### config.mk
export PLATFORM = sky130hd
export DESIGN_NAME = simon_sequence_player_flat
export DESIGN_NICKNAME = d
export VERILOG_FILES = /design/src/rtl/simon_sequence_player_if.sv /design/src/rtl/simon_sequence_player.sv /design/src/flat_wrapper.sv
export SDC_FILE = /design/constraint.sdc
export NUM_CORES = 1
export LEC_CHECK = 0
export CAP_MARGIN = 25
export CORE_ASPECT_RATIO = 2
export CORE_UTILIZATION = 55
export DETAILED_ROUTE_END_ITERATION = 10
export HOLD_SLACK_MARGIN = 0.12
export PLACE_DENSITY = 0.72
export SYNTH_ARGS = -nofsm -noshare
export SYNTH_HDL_FRONTEND = slang
export SYNTH_SLANG_ARGS = --single-unit
### constraint.sdc
create_clock -name clk -period 3.2 [get_ports clk]
set_input_delay 0.48 -clock clk [delete_from_list [all_inputs] [get_ports clk]]
set_output_delay 0.48 -clock clk [all_outputs]
set_load 0.005 [all_outputs]
### src/rtl/simon_sequence_player_if.sv
// ----------------------------------------------------------------------------
// simon_sequence_player_if
//   Bundles the control, storage-write and status signals of the Simon
//   sequence player. The game controller side uses the master modport; the
//   player itself uses the slave modport.
//
//   Signals:
//     tick     one-cycle time-base pulse from the rate divider
//     wr_en    write a colour into sequence storage
//     wr_addr  storage write address
//     wr_data  colour code (0=green, 1=red, 2=yellow, 3=blue)
//     start    one-cycle pulse, begin playback
//     length   number of steps to play (clamped to storage depth)
//     abort    stop playback and return to idle
//     led      one-hot lit colour, 0 = dark
//     step     index of the step currently shown
//     busy     playback in progress
//     done     one-cycle pulse at the end of a completed playback
// ----------------------------------------------------------------------------
interface simon_sequence_player_if #(
    parameter int ADDR_W = 5
);
    logic              tick;
    logic              wr_en;
    logic [ADDR_W-1:0] wr_addr;
    logic [1:0]        wr_data;
    logic              start;
    logic [ADDR_W:0]   length;
    logic              abort;
    logic [3:0]        led;
    logic [ADDR_W-1:0] step;
    logic              busy;
    logic              done;

    modport master (
        output tick, wr_en, wr_addr, wr_data, start, length, abort,
        input  led, step, busy, done
    );

    modport slave (
        input  tick, wr_en, wr_addr, wr_data, start, length, abort,
        output led, step, busy, done
    );
endinterface

### src/rtl/simon_sequence_player.sv
// ----------------------------------------------------------------------------
// simon_sequence_player
//   Plays the stored Simon colour sequence on the four game LEDs. Each step
//   lights its colour for ON_TICKS ticks of the rate divider, then blanks for
//   GAP_TICKS ticks. Playback waits for the first tick after start so the
//   first colour gets a full window. A one-cycle done pulse marks the end.
//
//   Ports:
//     clk    system clock
//     reset  asynchronous, active-high reset
//     bus    slave side of simon_sequence_player_if (tick, storage write
//            port, start/length/abort controls, led/step/busy/done status)
//
//   Parameters:
//     MAX_LEN    storage depth (2**ADDR_W)
//     ADDR_W     storage address width
//     ON_TICKS   ticks each colour stays lit (1..15)
//     GAP_TICKS  ticks of blank between steps (1..15)
// ----------------------------------------------------------------------------
module simon_sequence_player #(
    parameter int MAX_LEN   = 32,
    parameter int ADDR_W    = 5,
    parameter int ON_TICKS  = 1,
    parameter int GAP_TICKS = 1
) (
    input  logic                    clk,
    input  logic                    reset,
    simon_sequence_player_if.slave  bus
);

    typedef enum logic [2:0] {
        IDLE,
        ALIGN,
        SHOW,
        GAP,
        DONE
    } state_t;

    localparam logic [3:0]      ON_LAST   = 4'(ON_TICKS - 1);
    localparam logic [3:0]      GAP_LAST  = 4'(GAP_TICKS - 1);
    localparam logic [ADDR_W:0] MAX_LEN_W = (ADDR_W + 1)'(MAX_LEN);
    localparam logic [ADDR_W:0] LEN_ONE   = (ADDR_W + 1)'(1);

    // Sequence storage; intentionally not reset.
    logic [1:0] r_mem [MAX_LEN];

    state_t            r_state, w_state_nxt;
    logic [ADDR_W:0]   r_len,   w_len_nxt;
    logic [ADDR_W-1:0] r_step,  w_step_nxt;
    logic [3:0]        r_cnt,   w_cnt_nxt;
    logic [3:0]        r_led,   w_led_nxt;
    logic              r_busy,  w_busy_nxt;
    logic              r_done,  w_done_nxt;

    logic [ADDR_W:0]   w_len_clamp;
    logic [ADDR_W-1:0] w_step_inc;
    logic [3:0]        w_cnt_inc;
    logic              w_last_step;

    function automatic logic [3:0] onehot(input logic [1:0] c);
        return 4'b0001 << c;
    endfunction

    assign w_len_clamp = (bus.length > MAX_LEN_W) ? MAX_LEN_W : bus.length;
    assign w_step_inc  = r_step + ADDR_W'(1);
    // Saturate rather than wrap so a mis-set terminal count can never alias.
    assign w_cnt_inc   = (r_cnt == 4'hF) ? r_cnt : r_cnt + 4'd1;
    assign w_last_step = ({1'b0, r_step} == (r_len - LEN_ONE));

    // Writes only land while idle, so playback reads never race a write.
    always_ff @(posedge clk) begin
        if (bus.wr_en && (r_state == IDLE)) begin
            r_mem[bus.wr_addr] <= bus.wr_data;
        end
    end

    always_ff @(posedge clk or posedge reset) begin
        if (reset) begin
            r_state <= IDLE;
            r_len   <= '0;
            r_step  <= '0;
            r_cnt   <= '0;
            r_led   <= '0;
            r_busy  <= 1'b0;
            r_done  <= 1'b0;
        end else begin
            r_state <= w_state_nxt;
            r_len   <= w_len_nxt;
            r_step  <= w_step_nxt;
            r_cnt   <= w_cnt_nxt;
            r_led   <= w_led_nxt;
            r_busy  <= w_busy_nxt;
            r_done  <= w_done_nxt;
        end
    end

    always_comb begin
        w_state_nxt = r_state;
        w_len_nxt   = r_len;
        w_step_nxt  = r_step;
        w_cnt_nxt   = r_cnt;
        w_led_nxt   = r_led;
        w_busy_nxt  = r_busy;
        w_done_nxt  = 1'b0;

        if ((r_state != IDLE) && bus.abort) begin
            // Abort beats tick and suppresses done.
            w_state_nxt = IDLE;
            w_led_nxt   = 4'b0000;
            w_busy_nxt  = 1'b0;
            w_cnt_nxt   = 4'd0;
        end else begin
            case (r_state)
                IDLE: begin
                    // A tick in this cycle is deliberately ignored: the
                    // first colour waits for the next tick in ALIGN.
                    if (bus.start) begin
                        w_len_nxt   = w_len_clamp;
                        w_step_nxt  = '0;
                        w_cnt_nxt   = 4'd0;
                        w_busy_nxt  = 1'b1;
                        w_state_nxt = ALIGN;
                    end
                end
                ALIGN: begin
                    // Zero length is resolved from the latched length, so
                    // busy is visible for one cycle before done.
                    if (r_len == '0) begin
                        w_state_nxt = DONE;
                        w_busy_nxt  = 1'b0;
                        w_done_nxt  = 1'b1;
                    end else if (bus.tick) begin
                        w_state_nxt = SHOW;
                        w_led_nxt   = onehot(r_mem[r_step]);
                        w_cnt_nxt   = 4'd0;
                    end
                end
                SHOW: begin
                    if (bus.tick) begin
                        if (r_cnt == ON_LAST) begin
                            w_state_nxt = GAP;
                            w_led_nxt   = 4'b0000;
                            w_cnt_nxt   = 4'd0;
                        end else begin
                            w_cnt_nxt = w_cnt_inc;
                        end
                    end
                end
                GAP: begin
                    if (bus.tick) begin
                        if (r_cnt == GAP_LAST) begin
                            w_cnt_nxt = 4'd0;
                            if (w_last_step) begin
                                w_state_nxt = DONE;
                                w_busy_nxt  = 1'b0;
                                w_done_nxt  = 1'b1;
                            end else begin
                                w_state_nxt = SHOW;
                                w_step_nxt  = w_step_inc;
                                w_led_nxt   = onehot(r_mem[w_step_inc]);
                            end
                        end else begin
                            w_cnt_nxt = w_cnt_inc;
                        end
                    end
                end
                DONE: begin
                    // done/busy were set on entry; this cycle is the pulse.
                    w_state_nxt = IDLE;
                end
                default: begin
                    w_state_nxt = IDLE;
                end
            endcase
        end
    end

    assign bus.led  = r_led;
    assign bus.step = r_step;
    assign bus.busy = r_busy;
    assign bus.done = r_done;

endmodule
### src/flat_wrapper.sv
// flat-port wrapper written by rule: the top's interface ports become plain ports
module simon_sequence_player_flat 
#(
    parameter int MAX_LEN   = 32,
    parameter int ADDR_W    = 5,
    parameter int ON_TICKS  = 1,
    parameter int GAP_TICKS = 1
)
  (clk, reset, bus_tick, bus_wr_en, bus_wr_addr, bus_wr_data, bus_start, bus_length, bus_abort, bus_led, bus_step, bus_busy, bus_done);
  simon_sequence_player_if #(.ADDR_W(ADDR_W)) bus_i ();
  input  logic clk;
  input  logic reset;
  input wire logic [$bits(bus_i.tick)-1:0] bus_tick;
  input wire logic [$bits(bus_i.wr_en)-1:0] bus_wr_en;
  input wire logic [$bits(bus_i.wr_addr)-1:0] bus_wr_addr;
  input wire logic [$bits(bus_i.wr_data)-1:0] bus_wr_data;
  input wire logic [$bits(bus_i.start)-1:0] bus_start;
  input wire logic [$bits(bus_i.length)-1:0] bus_length;
  input wire logic [$bits(bus_i.abort)-1:0] bus_abort;
  output wire logic [$bits(bus_i.led)-1:0] bus_led;
  output wire logic [$bits(bus_i.step)-1:0] bus_step;
  output wire logic [$bits(bus_i.busy)-1:0] bus_busy;
  output wire logic [$bits(bus_i.done)-1:0] bus_done;
  assign bus_i.tick = bus_tick;
  assign bus_i.wr_en = bus_wr_en;
  assign bus_i.wr_addr = bus_wr_addr;
  assign bus_i.wr_data = bus_wr_data;
  assign bus_i.start = bus_start;
  assign bus_i.length = bus_length;
  assign bus_i.abort = bus_abort;
  assign bus_led = bus_i.led;
  assign bus_step = bus_i.step;
  assign bus_busy = bus_i.busy;
  assign bus_done = bus_i.done;
  simon_sequence_player #(.MAX_LEN(MAX_LEN), .ADDR_W(ADDR_W), .ON_TICKS(ON_TICKS), .GAP_TICKS(GAP_TICKS)) u_core (.clk(clk), .reset(reset), .bus(bus_i));
endmodule
# ---- Word level (Yosys, flattened, before mapping)
# Memory sizes are Yosys's and may differ from the RTL's.
# Cells that the tools add are included.
dict set report classes {
  eq_ne 22
  mux 48
  shift 2
  n_addsub 3
  bitwise_logic 1
  reduce_logical 17
  order_cmp 1
}
# op n
set op_table {}
lappend op_table {{$mux W4} 15}
lappend op_table {{$mux W3} 9}
lappend op_table {{$pmux W4 S3} 2}
lappend op_table {{$reduce_and A6 Y1} 4}
lappend op_table {{$mux W5} 4}
lappend op_table {{$ne A3 B1 Y1 const B} 5}
lappend op_table {{$mux W1} 13}
lappend op_table {{$ne A3 B2 Y1 const B} 4}
lappend op_table {{$pmux W3 S4} 1}
lappend op_table {{$reduce_bool A4 Y1} 3}
lappend op_table {{$pmux W5 S2} 1}
lappend op_table {{$reduce_and A8 Y1} 1}
lappend op_table {{$shl A1 B2 Y4 const A} 2}
lappend op_table {{$eq A3 B2 Y1 const B} 2}
lappend op_table {{$eq A5 B6 Y1} 1}
lappend op_table {{$gt A6 B6 Y1 const B} 1}
lappend op_table {{$logic_not A6 Y1} 1}
lappend op_table {{$mux W6} 1}
lappend op_table {{$ne A2 B2 Y1 const B} 3}
lappend op_table {{$ne A3 B3 Y1 const B} 2}
lappend op_table {{$sub A6 B1 Y6 const B} 1}
lappend op_table {{$add A5 B1 Y5 const B} 1}
lappend op_table {{$add A4 B1 Y4 const B} 1}
lappend op_table {{$eq A4 B4 Y1 const B} 1}
lappend op_table {{other kinds (14)} 15}
dict set report word_totals {
  n_memories 1
  regBits 24
  ram_bits 64
}
# name depth word_bits read_ports rd_clocked_by_memory_dff wr line_no
set mem_list {}
lappend mem_list {u_core.r_mem 32 2 2 0 1 simon_sequence_player.sv:45} ;# logic [1:0] r_mem [MAX_LEN];

# ---- Depth between registers and ports, before layout
# Gate-level depths: netlist of run 1.
# An unclocked memory read counts as a cell.
dict set report depth {
  depth_word 8
  mapped_depth 9
  mapped_depth_nobuf 8
}

# ---- Worst setup path before layout of run 1
# Ideal clock, no wire load.
dict set report synth_path {
  kind {register -> register}
  startpoint {register u_core.r_step[0], in the netlist u_core.bus.step[0]}
  endpoint {register u_core.r_led[0], in the netlist u_core.bus.led[0]}
  n_path_buf 2
  setup_ns 0.101
  arrival_ns 2.280
  slack_ns 0.819
  required_time_ns 3.099
  stages_incl_launch_ff 9
  synth_period_minus_slack_ns 2.381
  cell_sequence {dfrtp_1 > ha_1 > buf_4 > buf_4 > mux4_2 > mux4_2 > nor2_1 > o32ai_1 > o32ai_1}
}
dict set report synth_between {
  elab_chain_cells 8
  elab_cells_between_ends 14
  classes_between {add/sub (1); eq/ne (2); shift (2); mux (7); reduce/logical (1); memory (1)}
}
# item line_no
set synth_rtl {}
lappend synth_rtl {{start, declared} simon_sequence_player.sv:49} ;# logic [ADDR_W-1:0] r_step, w_step_nxt;
lappend synth_rtl {{start signal, assigned} simon_sequence_player.sv:89} ;# r_step <= w_step_nxt;
lappend synth_rtl {{$add A5 B1 Y5} simon_sequence_player.sv:65} ;# assign w_step_inc = r_step + ADDR_W'(1);
lappend synth_rtl {{$mem_v2 Z32 W2} --}
lappend synth_rtl {{$shl A1 B2 Y4} simon_sequence_player.sv:61} ;# return 4'b0001 << c;
lappend synth_rtl {{$mux W4} simon_sequence_player.sv:153} ;# if (w_last_step) begin
lappend synth_rtl {{$mux W4} simon_sequence_player.sv:151} ;# if (r_cnt == GAP_LAST) begin
lappend synth_rtl {{$mux W4} simon_sequence_player.sv:150} ;# if (bus.tick) begin
lappend synth_rtl {{$pmux W4 S3} simon_sequence_player.sv:113} ;# case (r_state)
lappend synth_rtl {{$mux W4} simon_sequence_player.sv:106} ;# if ((r_state != IDLE) && bus.abort) begin
lappend synth_rtl {{end signal, assigned} simon_sequence_player.sv:91} ;# r_led <= w_led_nxt;
lappend synth_rtl {{end, declared} simon_sequence_player.sv:51} ;# logic [3:0] r_led, w_led_nxt;
# Parallel ways exist; a longest one is shown, timed or not. The select of a mux whose other input is x is not followed.
# A chain may end at the register's enable or synchronous reset.

# ---- Worst setup path after layout of run 1
dict set report layout_path {
  startpoint {register u_core.r_step[2], in the netlist u_core.bus.step[2]}
  endpoint {register u_core.r_led[2], in the netlist u_core.bus.led[2]}
}
# The elaborated chain is that of the path after synthesis.

==> flow_metrics.py, run 1 <==
metrics = {
    "outcome": {
        "status": "completed",
    },
    "finish": {
        "fin_area_sq_um": 5530,
        "drive_above_1_share_pct": 18.4,
        "antenna_cells": 0,
        "stdcell_count": 496,
        "syn_to_final_growth_pct": 14.0,
        "fill_cells": 663,
        "final_common_cell": "edfxtp_1",
        "layout_common_cells": "64 x edfxtp_1, 44 x nor2_1, 32 x mux4_2",
        "final_net_count": 415,
    },
    "global_route": {
        "grt.overflow.total": 0,
        "grt_pass1_wl_microns": 16700,
        "grt_pass1_vias": 3258,
        "grt_start_max_net_pins": 33,
        "grt_antenna_before_repair": 0,
        "grt_usage_pct": 25.8,
    },
    "cts": {
        "ctsHoldBuffers": 0,
        "path_clk_slew_ns": 0.06,
        "cts_setup_buffers": 0,
        "ctsHtreeMaxLevel": 3,
        "clk_path_buf_depth": 2,
        "cts_resized": 0,
        "cts-root-buf": "clkbuf_16",
        "clock_latency_ns": 0.34,
        "cts_buffers": 9,
        "clock_sinks": 88,
        "tritoncts": "done",
    },
    "power": {
        "power_density_nw_per_um2": 708,
        "finalPower_mw": 3.91,
        "pwr-share-comb_pct": 34.7,
        "peakVddDrop_v": 0.000346,
        "p_int_mw": 2.67,
        "clock_power_share_pct": 28.4,
        "p_seq_share_pct": 36.9,
        "switching_share_pct": 31.9,
        "static-leakage-power_nw": 1.87,
        "switchingPower_mw": 1.25,
    },
    "synthesis": {
        "async_reset_ff_share_pct": 27.3,
        "synthesis.nets": 385,
        "yosysSeqAreaShare_pct": 52.0,
        "syn_area_sq_um": 4850,
        "yosysWarnings": 0,
        "yosysUniqueCellTypes": 70,
        "synth_ff_type": "edfxtp_1",
        "synth_edf_count": 64,
        "synthCells": 361,
        "syn_area_per_cell_sq_um": 13.4,
        "ys_seq_elements": 88,
    },
    "die": {
        "dieHeight_microns": 135,
        "dieArea_sq_um": 9210,
        "core_area_sq_um": 8590,
        "rows": 48,
        "initial_utilization_pct": 56.4,
        "die_w_microns": 68.4,
        "pin_count": 30,
    },
    "route": {
        "drt_iter0_drc": 156,
        "route.detailed.drc": 0,
        "drt-total-wl_microns": 10700,
        "first_pass_iters": 4,
        "routedWlPerCell_microns": 21.5,
        "routed_via_density": 6.44,
        "via_count": 3193,
        "ant_nets": 0,
    },
    "place": {
        "dpl_cell_area_sq_um": 5160,
        "gp_congestion": 0.906,
        "port_buffers": 29,
        "hpwl_microns": 8020,
        "dp_cells": 478,
    },
    "critical_path": {
        "start_kind": "register",
        "critPathMaxFanout": 14,
        "critical_path_arrival_ns": 2.83,
        "required_ns": 3.45,
        "crit_path_end_kind": "register",
        "crit_type": "register to register",
    },
    "timing": {
        "slew_headroom_pct": 35.9,
        "finalSetupTns_ns": 0,
        "fin_crit_ns": 2.59,
        "final-hold-violation-count": 0,
        "fmax_mhz": 387,
        "final-max-slew-violation-count": 0,
        "fin_crit_sh_pct": 80.8,
        "clock_skew_ns": 0.00677,
        "setup_violations": 0,
        "grt_setup_unrepaired": "false",
        "worst_pin_slew_ns": 0.961,
        "hold_ws_ns": 0.499,
    },
    "min_path": {
        "worstHoldPathType": "register to register",
    },
    "job": {
        "maxCapViolations": 0,
    },
}
## synthesized netlist by cell type, drive strengths merged (3+ instances only)
cell,count,share of area [%]
xnor2,7,1.8
a21o,5,0.77
o21ai,14,1.5
inv,17,1.3
nor2,44,3.4
a21oi,7,0.80
buf,15,2.8
a22oi,3,0.46
a31oi,5,0.77
mux2i,6,1.2
nor3,5,0.62
dfrtp,24,12
clkbuf,3,0.23
a211oi,3,0.46
nand4,3,0.39
o32ai,6,1.1
nand2b,6,0.77
nand3,11,1.3
or3,4,0.62
edfxtp,64,40
xor2,3,0.70
nand2,20,1.5
mux2,5,1.2
nand3b,5,0.77
ha,5,1.3
o22ai,5,0.65
mux4,33,15
## final cells by class
type / count / area, sq um / share of cell area, %
inverters: 17 / 63.8 / 1.15
clock inverters: 5 / 81.3 / 1.47
repair buffers: 37 / 385 / 6.97
clock buffers: 11 / 233 / 4.21
well taps: 100 / 125 / 2.26
multi-input cells: 238 / 2120 / 38.3
flip-flops and latches: 88 / 2520 / 45.6
## power by group through the flow
stage	sequential (mW)	combinational, mW	clock, mW
after floorplan	1.41	1.06	0
after global placement	1.46	1.31	0
after detailed placement	1.47	1.35	0
after CTS	1.44	1.36	1.12
after global routing	1.45	1.47	1.17
final	1.44	1.36	1.11
## worst paths after layout
path / slack [ns] / start / cells after the start / to
worst max-delay path: 0.61 / u_core.bus.step[2] / 7 / u_core.bus.led[2]
worst max register to register: 0.61 / u_core.bus.step[2] / 7 / u_core.bus.led[2]
min in group asynchronous: 0.66 / reset / 2 / u_core.bus.busy
max in group asynchronous: 1.96 / reset / 2 / u_core.r_len[3]
worst min-delay path: 0.50 / u_core.bus.busy / 2 / u_core.bus.busy
worst min register to register: 0.50 / u_core.bus.busy / 2 / u_core.bus.busy
## cell families after synthesis
group / synth area share (%)
multiplexers: 17.8
AO/OA/AOI/OAI: 10.2
buffers and inverters: 4.31
XOR/XNOR: 2.50
flip-flops: 52.0
AND/OR/NAND/NOR: 11.9
adder cells (fa/ha/maj): 1.29
## state kept, by name (all words and copies together) (netlist names)
| register | flops |
|---|---|
| u_core.r_state | 3 |
| u_core.r_len | 6 |
| u_core.bus.led | 4 |
| u_core.r_mem | 64 |
| u_core.bus.done | 1 |
| u_core.r_cnt | 4 |
| u_core.bus.step | 5 |
| u_core.bus.busy | 1 |
## critical path: stages (launching register included)
cell,delay [ns]
dfrtp_1,0.54
buf_4,0.31
mux4_2,0.52
mux2i_1,0.20
mux2i_1,0.12
a211oi_1,0.39
a211oi_1,0.12
o32ai_1,0.27
## metrics by stage
stage          worst slack (ns)  util, %
2_1_floorplan             0.819        -
3_3_place_gp              0.658     60.1
3_5_place_dp              0.635     60.1
4_1_cts                   0.621     63.8
5_1_grt                   0.451     64.4
6_report                  0.614     64.4
## per-layer routing
| metal | vias up | routed length (microns) | part of all wire (%) | GRT usage, % |
|---|---|---|---|---|
| met5 | - | 0 | 0 | 0 |
| met4 | 0 | 469 | 4.4 | 13.9 |
| met3 | 30 | 324 | 3.0 | 4.39 |
| met2 | 91 | 6150 | 58 | 46.6 |
| met1 | 1611 | 3740 | 35 | 26.8 |
| li1 | 1461 | - | - | - |
Note: power is estimated with default switching activity, not from simulation.
==> run 2, diff against run 1 <==
CORE_UTILIZATION = 54   (was 55)
PLACE_DENSITY = 0.73   (was 0.72)
clock period = 2.1 ns   (was 3.2 ns; I/O delays follow)
==> flow_metrics.py, run 2 (synthesis gave the netlist of run 1 again) <==
metrics = {
    "outcome": {
        "status": "complete, but fails checks",
        "violations": "negative setup slack",
    },
    "power": {
        "switchingPower_mw": 2.31,
        "power_density_nw_per_um2": 1130,
        "peakVddDrop_v": 0.000801,
        "p_int_mw": 4.68,
        "pwr-share-comb_pct": 44.1,
        "clock_power_share_pct": 24.7,
        "static-leakage-power_nw": 2.19,
        "switching_share_pct": 33.1,
        "p_seq_share_pct": 31.2,
    },
    "global_route": {
        "grt_usage_pct": 28.9,
        "grt_pass1_wl_microns": 18900,
        "grt.overflow.total": 0,
        "grt_antenna_before_repair": 0,
        "grt_pass1_vias": 3664,
        "grt_start_max_net_pins": 33,
    },
    "cts": {
        "clock_latency_ns": 0.34,
        "tritoncts": "done",
        "clk_path_buf_depth": 2,
        "clock_sinks": 88,
        "cts-root-buf": "clkbuf_16",
        "ctsHtreeMaxLevel": 3,
        "cts_buffers": 9,
        "path_clk_slew_ns": 0.07,
    },
    "place": {
        "pre_cts_ws_ns": -0.330,
        "gp_congestion": 0.919,
        "port_buffers": 29,
        "hpwl_microns": 8870,
        "dpl_cell_area_sq_um": 5580,
    },
    "timing": {
        "fin_crit_ns": 2.36,
        "grt_setup_unrepaired": "true",
        "fmax_mhz": 423,
        "final-max-slew-violation-count": 0,
        "slew_headroom_pct": 74.0,
        "worst_pin_slew_ns": 0.390,
        "fin_crit_sh_pct": 112,
        "clock_skew_ns": 0.00679,
        "final-hold-violation-count": 0,
        "finalSetupTns_ns": -0.948,
        "fin_ws_ns": -0.262,
        "setup_violations": 6,
    },
    "finish": {
        "fill_cells": 605,
        "multi_input_comb_area_sq_um": 2340,
        "largest_register_ffs": 64,
        "final_net_count": 468,
        "fin_util_pct": 71.6,
        "final_common_cell": "edfxtp_1",
        "syn_to_final_growth_pct": 27.8,
        "layout_common_cells": "64 x edfxtp_1, 52 x buf_4, 42 x nor2_1",
        "fin_area_sq_um": 6200,
        "antenna_cells": 0,
        "drive_above_1_share_pct": 37.1,
        "seqCellArea_sq_um": 2520,
        "max_flop_register": "u_core.r_mem",
    },
    "die": {
        "dieArea_sq_um": 9380,
        "dieHeight_microns": 136,
        "initial_utilization_pct": 56.0,
        "rows": 48,
        "pin_count": 30,
        "core_area_sq_um": 8650,
        "die_w_microns": 69.0,
    },
    "critical_path": {
        "crit_path_max_incr_delay_ns": 0.50,
        "worst_r2r_path_depth": 7,
        "start_kind": "register",
        "r2r-start": "u_core.bus.step[1]",
        "required_ns": 2.35,
        "critPathMaxFanout": 8,
        "rrSetupSlack_ns": -0.26,
        "critical_path_arrival_ns": 2.61,
        "cp_cell_sequence": "ha_4 -> buf_12 -> mux4_2 -> a311o_1 -> a31oi_4 -> a211oi_4 -> o32ai_2",
        "crit_type": "register to register",
        "slowest_stage": "mux4_2",
        "crit_path_end_kind": "register",
        "timing.rr.end": "u_core.bus.led[2]",
    },
    "route": {
        "routed_via_density": 6.39,
        "drt-total-wl_microns": 12400,
        "routedWlPerCell_microns": 22.6,
        "route.detailed.drc": 0,
        "drt_iter0_drc": 233,
        "first_pass_iters": 4,
        "ant_nets": 0,
        "via_count": 3503,
    },
    "min_path": {
        "worstHoldPathType": "input pin to async pin",
    },
    "job": {
        "maxCapViolations": 0,
    },
}
[run 2: changes by cell type in the layout (fill, tap and decap cells not counted), moves of 3 or more]
cell	previous run	this run
o32ai_1	6	0
o32ai_2	0	6
mux2_4	0	3
a211oi_1	3	0
buf_6	0	4
o22ai_1	5	1
o22ai_2	0	3
buf_4	6	52
buf_12	0	4
[run 2: repair_timing]
item	4_1_cts	5_1_grt
gates resized for setup	19	35
buffers inserted	3	3
hold buffers	0	0
endpoints found under the setup margin	28	18
pin swaps	11	22
cloned	1	0
[run 2: power by group through the flow]
stage	registers, mW	logic [mW]	clock network, mW
after CTS	2.16	2.82	1.73
after global routing	2.20	3.29	1.80
after global placement	2.18	2.47	0
final	2.18	3.08	1.73
after detailed placement	2.19	2.54	0
after floorplan	2.16	1.64	0
[run 2: how the worst max path moves through the flow]
stage,end,start
2_1_floorplan,u_core.bus.led[1],u_core.bus.step[1]
3_3_place_gp,u_core.bus.led[2],u_core.bus.step[1]
3_5_place_dp,u_core.bus.led[1],u_core.bus.step[1]
4_1_cts,u_core.bus.led[0],u_core.bus.step[0]
5_1_grt,u_core.bus.led[0],u_core.bus.step[0]
6_report,u_core.bus.led[2],u_core.bus.step[1]
[run 2: metal layers]
metal  vias to the layer above  track usage, %  share of wire, %
met3                        44            4.45               2.8
li1                       1564               -                 -
met4                         0            16.4               4.3
met5                         -               0                 0
met2                       112            53.2                60
met1                      1783            28.8                33
[run 2: worst max-delay path: cells and delay by family, from the launching register on]
family | cells | cell delay [ns]
buffers and inverters | 1 | 0.13
flip-flops | 1 | 0.44
multiplexers | 1 | 0.50
adder cells (fa/ha/maj) | 1 | 0.30
AO/OA/AOI/OAI | 4 | 0.89
[run 2: final cells by class]
cell class / count / area share [%]
inverters: 17 / 1.03
flip-flops and latches: 88 / 40.8
clock buffers: 9 / 3.63
well taps: 100 / 2.02
clock inverters: 6 / 1.49
repair buffers: 90 / 13.2
multi-input cells: 238 / 37.8
[run 2: stage by stage]
step                total power [mW]  hold WS (ns)  instances
floorplan                       3.80         0.330        361
global placement                4.66         0.484        528
detailed placement              4.73         0.487        528
CTS                             6.71         0.339        547
global route                    7.29         0.396        548
finish                          6.99         0.327        548
==> run 3, diff against run 2 <==
ABC_AREA = 1   (was default)
MAX_ROUTING_LAYER = met4   (was default)
==> flow_metrics.py, run 3 <==
metrics = {
    "route": {
        "ant_nets": 0,
        "route.detailed.drc": 0,
        "drt-total-wl_microns": 13500,
        "routedWlPerCell_microns": 16.8,
        "drt_iter0_drc": 396,
        "via_count": 4716,
        "first_pass_iters": 5,
        "routed_via_density": 5.87,
    },
    "cts": {
        "path_clk_slew_ns": 0.07,
        "clock_latency_ns": 0.34,
        "ctsHtreeMaxLevel": 3,
        "tritoncts": "done",
        "cts_buffers": 9,
        "ctsHoldBuffers": 0,
        "clk_path_buf_depth": 2,
        "cts-root-buf": "clkbuf_16",
        "clock_sinks": 88,
    },
    "synthesis": {
        "synth_ff_type": "edfxtp_1",
        "ys_seq_elements": 88,
        "synthesis.nets": 679,
        "syn_area_per_cell_sq_um": 7.94,
        "synth_area_leader_cell": "edfxtp_1",
        "yosysWarnings": 0,
        "yosysSeqAreaShare_pct": 48.5,
        "synthCells": 655,
        "yosysTopAreaCellShare_pct": 36.9,
        "async_reset_ff_share_pct": 27.3,
        "syn_area_sq_um": 5200,
        "yosysUniqueCellTypes": 36,
        "synth.most_common_cell": "nand2_1",
        "synth_edf_count": 64,
        "synth_area_leaders": "edfxtp_1 37%, nand2_1 16%, dfrtp_1 12%",
        "synth_common_cells": "220 x nand2_1, 115 x nand3_1, 66 x nor2_1",
    },
    "critical_path": {
        "required_ns": 2.13,
        "start_kind": "register",
        "critPathBufInv": 0,
        "cp_cell_sequence": "nor2_2 -> nand2_4 -> nor2_1 -> nand3_1 -> nor2_1",
        "crit_type": "register to register",
        "slowest_stage": "dfrtp_1",
        "cp.depth": 5,
        "worst_r2r_path_depth": 5,
        "crit_path_end_kind": "register",
        "crit_top_cell": "nor2_1",
        "path_delay_family": "simple AND/OR/NAND/NOR gates",
        "critPathMaxFanout": 8,
        "crit_path_max_incr_delay_ns": 0.44,
        "critical_path_arrival_ns": 2.05,
    },
    "timing": {
        "final-hold-violation-count": 0,
        "fmax_mhz": 496,
        "fin_crit_ns": 2.02,
        "worst_pin_slew_ns": 0.494,
        "fin_crit_sh_pct": 96.1,
        "slew_headroom_pct": 66.7,
        "clock_skew_ns": 0.00342,
        "setup_violations": 0,
        "final-max-slew-violation-count": 0,
    },
    "global_route": {
        "grt_antenna_before_repair": 0,
        "grt_pass1_wl_microns": 21400,
        "grt_usage_pct": 29.2,
        "grt_pass1_vias": 4590,
        "grt.overflow.total": 0,
        "grt_start_max_net_pins": 45,
    },
    "finish": {
        "drive_above_1_share_pct": 11.7,
        "layout_common_cells": "220 x nand2_1, 115 x nand3_1, 66 x nor2_1",
        "antenna_cells": 0,
        "final_common_cell": "nand2_1",
        "largest_register_ffs": 64,
        "fin_util_pct": 63.7,
        "max_flop_register": "u_core.r_mem",
        "syn_to_final_growth_pct": 14.8,
        "final_net_count": 718,
    },
    "die": {
        "dieHeight_microns": 141,
        "rows": 50,
        "dieArea_sq_um": 10100,
        "die_w_microns": 71.4,
        "initial_utilization_pct": 55.5,
        "core_area_sq_um": 9380,
        "pin_count": 30,
    },
    "power": {
        "finalPower_mw": 6.54,
        "power_density_nw_per_um2": 1100,
        "peakVddDrop_v": 0.000542,
        "static-leakage-power_nw": 2.60,
    },
    "place": {
        "gp_congestion": 0.975,
        "port_buffers": 29,
        "hpwl_microns": 9790,
    },
    "min_path": {
        "worstHoldPathType": "input pin to async pin",
    },
    "job": {
        "maxCapViolations": 0,
    },
    "outcome": {
        "status": "completed",
    },
}
==> run 3: cell count changes in the layout (fill, tap and decap cells not counted), sizes merged, moves of 6 or more <==
cell / change
o32ai: -6
nand2: +207
o21ai: +10
nor2: +28
nand3: +110
nand2b: -6
mux2i: -6
buf: -38
inv: +44
mux4: -33
==> run 3: area by class of cell <==
cell class                      count  area, sq um
Fill cell                         796         3410
Multi-Input combinational cell    482         2300
Timing Repair Buffer               52          488
Clock buffer                       10          229
Sequential cell                    88         2520
Clock inverter                      6         67.6
Inverter                           61          236
Tap cell                          104          130
==> run 3: logic make-up after synthesis <==
kind of cell	Yosys count	share of synthesized area [%]
fa+ha+maj	5	1.20
buf+inv	85	7.74
xor+xnor	9	1.95
flops	88	48.5
compound gates	41	4.98
simple gates	427	35.7
==> run 3: path summary, 6_finish.rpt <==
kind,slack (ns),from,to
hold reg to reg,0.48,u_core.bus.busy,u_core.bus.busy
max in group asynchronous,1.48,reset,u_core.bus.step[0]
setup reg to reg,0.08,u_core.r_state[0],u_core.r_mem[9][1]
min in group clk,0.48,u_core.bus.busy,u_core.bus.busy
setup / recovery,0.08,u_core.r_state[0],u_core.r_mem[9][1]
hold / removal,0.33,reset,u_core.r_cnt[2]
==> run 3: per-stage QoR <==
stage | hold WS [ns] | area [sq um] | setup TNS (ns) | cells | setup WS [ns]
2_1_floorplan | 0.330 | 5200 | 0 | 655 | 0.352
3_3_place_gp | 0.457 | 5650 | 0 | 787 | 0.129
3_5_place_dp | 0.469 | 5650 | 0 | 787 | 0.0768
4_1_cts | 0.335 | 5950 | 0 | 803 | 0.0137
5_1_grt | 0.368 | 5970 | -0.000760 | 803 | -0.000760
6_report | 0.329 | 5970 | 0 | 803 | 0.0824
==> run 3: where the power goes <==
group,switching (mW),internal (mW)
Sequential,0.132,2.03
Combinational,1.78,0.995
Clock,0.680,0.929
Total,2.59,3.95
==> run 3: routing by layer <==
metal	routed length (microns)	GRT usage [%]	part of all wire, %	vias up
li1	-	-	-	2218
met1	4630	28.1	34	2217
met2	7440	53.5	55	217
met3	689	3.57	5.1	64
met4	758	18.6	5.6	0
met5	0	-	0	-
==> run 3: worst min-delay path: stages <==
cell and delay [ns]:
clkdlybuf4s50_1 0.39, inv_1 0.05, buf_4 0.31
==> run 3: timing repair <==
item / CTS / global route
endpoints found under the hold margin: 0 / 0
setup buffers: 0 / 0
setup endpoints to repair: 0 / 9
gates resized for setup: 0 / 6
